[config.mk]
export PLATFORM = sky130hd
export DESIGN_NAME = fetch_stage
export DESIGN_NICKNAME = d
export VERILOG_FILES = /design/src/rtl/fetch_stage.sv
export SDC_FILE = /design/constraint.sdc
export NUM_CORES = 1
export LEC_CHECK = 0
export CAP_MARGIN = 20
export CORE_UTILIZATION = 49
export DETAILED_ROUTE_END_ITERATION = 6
export PLACE_DENSITY = 0.84
export SLEW_MARGIN = 30
export SYNTH_ARGS = -nofsm -noshare
export SYNTH_HDL_FRONTEND = slang
export SYNTH_SLANG_ARGS = --single-unit
[constraint.sdc]
create_clock -name clk -period 3.5 [get_ports clk]
set_input_delay 0.7 -clock clk [delete_from_list [all_inputs] [get_ports clk]]
set_output_delay 0.7 -clock clk [all_outputs]
set_load 0.01 [all_outputs]
[src/rtl/fetch_stage.sv]
// fetch_stage: fetch PC, single-outstanding imem handshake, skid buffer, F/D register.
// Ports: clk/rst_n, StallD/FlushD/PCSrcE/PCTargetE in; imem_* req/resp; InstrD/PCD/inc_PCD/fetch_busy out.
module fetch_stage #(
  parameter logic [31:0] RESET_PC  = 32'hBFC00000,
  parameter logic [31:0] NOP_INSTR = 32'h00000013
) (
  input  logic        clk,
  input  logic        rst_n,
  input  logic        StallD,
  input  logic        FlushD,
  input  logic        PCSrcE,
  input  logic [31:0] PCTargetE,
  output logic        imem_req,
  output logic [31:0] imem_addr,
  input  logic [31:0] imem_rdata,
  input  logic        imem_valid,
  output logic [31:0] InstrD,
  output logic [31:0] PCD,
  output logic [31:0] inc_PCD,
  output logic        fetch_busy
);

  typedef enum logic {ACTIVE, DRAIN} state_e;

  state_e      state_q, state_d;
  logic [31:0] pcf_q, pcf_d;
  logic        buf_valid_q, buf_valid_d;
  logic [31:0] buf_instr_q, buf_instr_d;
  logic [31:0] buf_pc_q, buf_pc_d;
  logic [31:0] saved_q, saved_d;
  logic [31:0] redir_q, redir_d;
  logic [31:0] instr_q, instr_d;
  logic [31:0] pcd_q, pcd_d;
  logic [31:0] inc_q, inc_d;

  logic        xfer;
  logic        accept;
  logic        fd_ld;
  logic        fd_bub;
  logic [31:0] fd_instr;
  logic [31:0] fd_pc;
  logic [31:0] tgt;
  logic [31:0] pcf_inc;

  // Request is gated by rst_n so nothing is issued while held in reset.
  assign imem_req   = rst_n & ((state_q == DRAIN) | ~buf_valid_q);
  assign imem_addr  = (state_q == DRAIN) ? saved_q : pcf_q;
  assign xfer       = imem_req & imem_valid;
  assign fetch_busy = imem_req & ~imem_valid;
  assign accept     = ~StallD & ~FlushD;
  assign tgt        = {PCTargetE[31:2], 2'b00};
  assign pcf_inc    = pcf_q + 32'd4;

  assign InstrD  = instr_q;
  assign PCD     = pcd_q;
  assign inc_PCD = inc_q;

  always_comb begin
    state_d     = state_q;
    pcf_d       = pcf_q;
    buf_valid_d = buf_valid_q;
    buf_instr_d = buf_instr_q;
    buf_pc_d    = buf_pc_q;
    saved_d     = saved_q;
    redir_d     = redir_q;
    fd_ld       = 1'b0;
    fd_bub      = 1'b0;
    fd_instr    = buf_instr_q;
    fd_pc       = buf_pc_q;

    if (PCSrcE) begin
      // Any response landing this cycle belongs to the wrong path.
      buf_valid_d = 1'b0;
      fd_bub      = 1'b1;
      if (imem_req && !imem_valid) begin
        saved_d = imem_addr;
        redir_d = tgt;
        state_d = DRAIN;
      end else begin
        pcf_d   = tgt;
        state_d = ACTIVE;
      end
    end else if (state_q == DRAIN) begin
      fd_bub = 1'b1;
      if (xfer) begin
        pcf_d   = redir_q;
        state_d = ACTIVE;
      end
    end else if (buf_valid_q) begin
      if (accept) begin
        fd_ld       = 1'b1;
        buf_valid_d = 1'b0;
      end
    end else if (xfer) begin
      pcf_d = pcf_inc;
      if (accept) begin
        fd_ld    = 1'b1;
        fd_instr = imem_rdata;
        fd_pc    = pcf_q;
      end else begin
        // Decode cannot take it: park it in the skid buffer.
        buf_valid_d = 1'b1;
        buf_instr_d = imem_rdata;
        buf_pc_d    = pcf_q;
      end
    end else begin
      fd_bub = 1'b1;
    end

    instr_d = instr_q;
    pcd_d   = pcd_q;
    inc_d   = inc_q;
    if (FlushD || (!StallD && fd_bub)) begin
      instr_d = NOP_INSTR;
    end else if (fd_ld) begin
      instr_d = fd_instr;
      pcd_d   = fd_pc;
      inc_d   = fd_pc + 32'd4;
    end
  end

  always_ff @(posedge clk or negedge rst_n) begin
    if (!rst_n) begin
      state_q     <= ACTIVE;
      pcf_q       <= RESET_PC;
      buf_valid_q <= 1'b0;
      buf_instr_q <= '0;
      buf_pc_q    <= '0;
      saved_q     <= '0;
      redir_q     <= '0;
      instr_q     <= NOP_INSTR;
      pcd_q       <= '0;
      inc_q       <= '0;
    end else begin
      state_q     <= state_d;
      pcf_q       <= pcf_d;
      buf_valid_q <= buf_valid_d;
      buf_instr_q <= buf_instr_d;
      buf_pc_q    <= buf_pc_d;
      saved_q     <= saved_d;
      redir_q     <= redir_d;
      instr_q     <= instr_d;
      pcd_q       <= pcd_d;
      inc_q       <= inc_d;
    end
  end

endmodule

==> summary.md <==
| Metric | Value |
|---|---|
| Placed cells | `1611` |
| Share of synthesized flip-flops with an asynchronous set or reset | `100.0%` |
| Synth Register Bits | `248` |
| WL/cell | `18.92 um` |
| Routed via count | `9602` |
| Num Clock Sinks | `248` |
| CTS tree | `done` |
| Final Critical Period | `3252 ps` |
| Final setup fails | `0` |
| Post-CTS Setup Inserts | `0` |
| Fin util | `62.87%` |
| Post-synth EDFFs | `0` |
| Post-synthesis cell type count | `77` |
| Post-synthesis sequential area ratio | `50.65%` |
| Cell Rows | `57` |
| Area of the die | `0.02570 sq mm` |
| Die Y-Extent | `160.3 um` |
| Sw frac | `30.66%` |
| Clock Latency Late Sink | `530 ps` |
| Placement Setup Slack | `136.1 ps` |
| Vias in the first global route | `9443` |
| Number of fill cells | `1899` |
| Clock tree buffer depth | `3` |
| Port-buffer cells | `193` |
| H-Tree Depth | `1` |
| Post-route DRC | `0` |
| TritonRoute pass-1 iters | `6` |
| Peak VDD IR | `0.3662 mV` |
| Initial antenna violation count | `0` |
| Crit end category | `primary output` |
| Initial Util | `50.21%` |
| Leakage | `6.507 nW` |
| Synth Instances | `1147` |
| Routed Antenna Nets | `0` |
| Core area | `0.02446 sq mm` |
| Setup CP Type | `reg -> out` |
| Top FF cell, synth | `dfrtp_1` |
| Ports | `200` |
| Run status | `finished clean` |
| Reg-to-reg slack, setup | `650 ps` |
| Non-filler cells, final | `1658` |
| Die Width | `160.3 um` |
| Largest net degree at the start of global routing | `150` |
| CTS resizes | `0` |
| RSZ-0062 raised after global routing | `no` |
| Pwr Density | `646.7 mW/mm^2` |
| Fin. Hold Viols | `0` |
| Final Wtd Congestion | `0.9030` |
| Global-route wire length before repair | `51040 um` |
| Worst Path Required | `2800 ps` |
| Worst slew margin | `45.91%` |
| Worst-path fanout max | `44` |
| Drt initial violations | `1090` |
| Vias per cell | `5.791` |
| Cell area after synthesis | `0.01228 sq mm` |
| Clock root cell | `clkbuf_16` |
| Setup ws final | `248.4 ps` |
| Fin. max-slew vios | `0` |
| Gr ovfl total | `0` |
| Worst-path clk slew | `60 ps` |
| Comb power frac | `27.9%` |
| Layout Nets | `1388` |
| Yosys Warn Count | `0` |
| Max Clock Freq | `0.3075 GHz` |
| Internal power | `0.006897 W` |
| Diode count | `0` |
| Worst slew pin tran | `811.3 ps` |
| Dpl hpwl | `21990 um` |
| Worst min path class | `in -> async` |
| Layout overhead on the synthesized area | `25.22%` |
| Tot Pwr | `0.009946 W` |
| Num CTS Buffers | `27` |
| # Max-Cap Violations | `0` |
| Sequential share of power | `44.5%` |
| GRT Util Overall | `24.61%` |
| Fin crit share | `92.90%` |
| Final wirelength | `31380 um` |
| Crit start category | `flop` |
| Crit path DAT | `2550 ps` |
| Mean Syn Cell Area | `10.71 sq um` |
| Net Sw Power | `0.003050 W` |
| Worst clock skew | `19.36 ps` |
| Layout cell share with drive strength beyond 1 | `19.87%` |
| Hold_buf cts | `0` |
| TNS Setup | `0 ps` |
| Clk pwr share | `27.7%` |
==> critical path, cell delays in order, from the launching register on <==
cell             delay, ps
dfrtp_2                580
buf_4                  510
mux2_2                 410
clkdlybuf4s50_1        500
==> sequential cells by signal (all words and copies together) (netlist names) <==
signal       cells
InstrD          32
pcf_q           30
PCD             30
state_q          1
buf_instr_q     32
inc_PCD         30
redir_q         30
buf_valid_q      1
saved_q         32
buf_pc_q        30
==> power groups by stage <==
stage                     Sequential, W  Clock [W]  Combinational, W
after floorplan                 0.00428          0           0.00152
after global placement          0.00439          0           0.00269
after detailed placement        0.00445          0           0.00277
after CTS                       0.00440    0.00279           0.00279
after global routing            0.00453    0.00291           0.00302
final                           0.00442    0.00275           0.00277
==> cells in the mapped netlist (13+ instances only) <==
cell type / number / area share, %
nand4_1: 13 / 0.66
a21oi_1: 33 / 1.3
a31oi_1: 13 / 0.66
xor2_1: 19 / 1.4
dfrtp_1: 236 / 48
clkbuf_1: 44 / 1.3
nor2_1: 59 / 1.8
nand3_1: 23 / 0.94
o21ai_0: 122 / 5.0
nor3_1: 15 / 0.61
mux2i_1: 56 / 4.6
nand2_1: 155 / 4.7
mux2_2: 150 / 14
buf_2: 21 / 0.86
==> per-stage QoR <==
step	hold WS, ps	area (sq um)
final	34.01	15380
after global routing	34.07	15380
after CTS	23.38	15380
after detailed placement	469.3	14530
after global placement	460.8	14500
after floorplan	404.4	12300
==> cells in the final DEF (no fill, tap or decap), types with 5 or more instances in the layout <==
master           instances
a21oi_1                 33
a221oi_1                11
a22oi_1                  9
a31oi_1                 13
and3_1                  10
buf_12                   5
buf_4                   23
clkbuf_1                10
clkbuf_16               27
clkdlybuf4s50_1        192
dfrtp_1                235
dfstp_2                 12
inv_1                   10
mux2_2                 150
mux2i_1                 55
nand2_1                153
nand3_1                 22
nand4_1                 13
nor2_1                  59
nor3_1                  14
nor4_1                   8
o21a_1                   8
o21ai_0                122
o21ai_1                 10
o22ai_1                  5
xnor2_1                 12
xor2_1                  19
==> layout make-up <==
type / count / area [sq um] / area share [%]
tap: 324 / 405.4 / 2.636
sequential: 248 / 6222 / 40.46
timing repair buffer: 224 / 2251 / 14.64
clock inverter: 6 / 82.58 / 0.5369
multi-input combinational: 805 / 5613 / 36.50
clock buffer: 41 / 768.2 / 4.995
inverter: 10 / 37.54 / 0.2441
==> cells by family (layout without fill, tap and decap cells) <==
family / after synthesis / after routing / share of synthesized area [%]
AO/OA/AOI/OAI: 238 / 238 / 11.71
XOR/XNOR: 31 / 31 / 2.211
adder cells (fa/ha/maj): 2 / 2 / 0.2037
buffers and inverters: 97 / 281 / 4.157
flip-flops: 248 / 248 / 50.65
multiplexers: 206 / 206 / 18.32
other: 1 / 4 / 0.03053
AND/OR/NAND/NOR: 324 / 324 / 12.72
==> per-layer routing <==
metal	part of all wire (%)	up-vias	global-route usage, %
met1	46	4678	36.94
li1	-	4418	-
met4	2.5	0	7.056
met2	44	452	37.39
met3	7.2	54	3.099
met5	0	-	0
==> worst paths after layout <==
| check | startpoint | endpoint | depth (start not counted) |
|---|---|---|---|
| max | state_q$_DFF_PN0_ | imem_addr[26] | 3 |
| min | rst_n | state_q$_DFF_PN0_ | 1 |
| max reg2reg | state_q$_DFF_PN0_ | inc_PCD[26]$_DFFE_PN0P_ | 11 |
| min reg2reg | PCD[14]$_DFFE_PN0P_ | PCD[14]$_DFFE_PN0P_ | 2 |
| max in group asynchronous | rst_n | PCD[8]$_DFFE_PN0P_ | 3 |
| min in group clk | PCD[14]$_DFFE_PN0P_ | PCD[14]$_DFFE_PN0P_ | 2 |
Power figures use the tool's default switching activity.
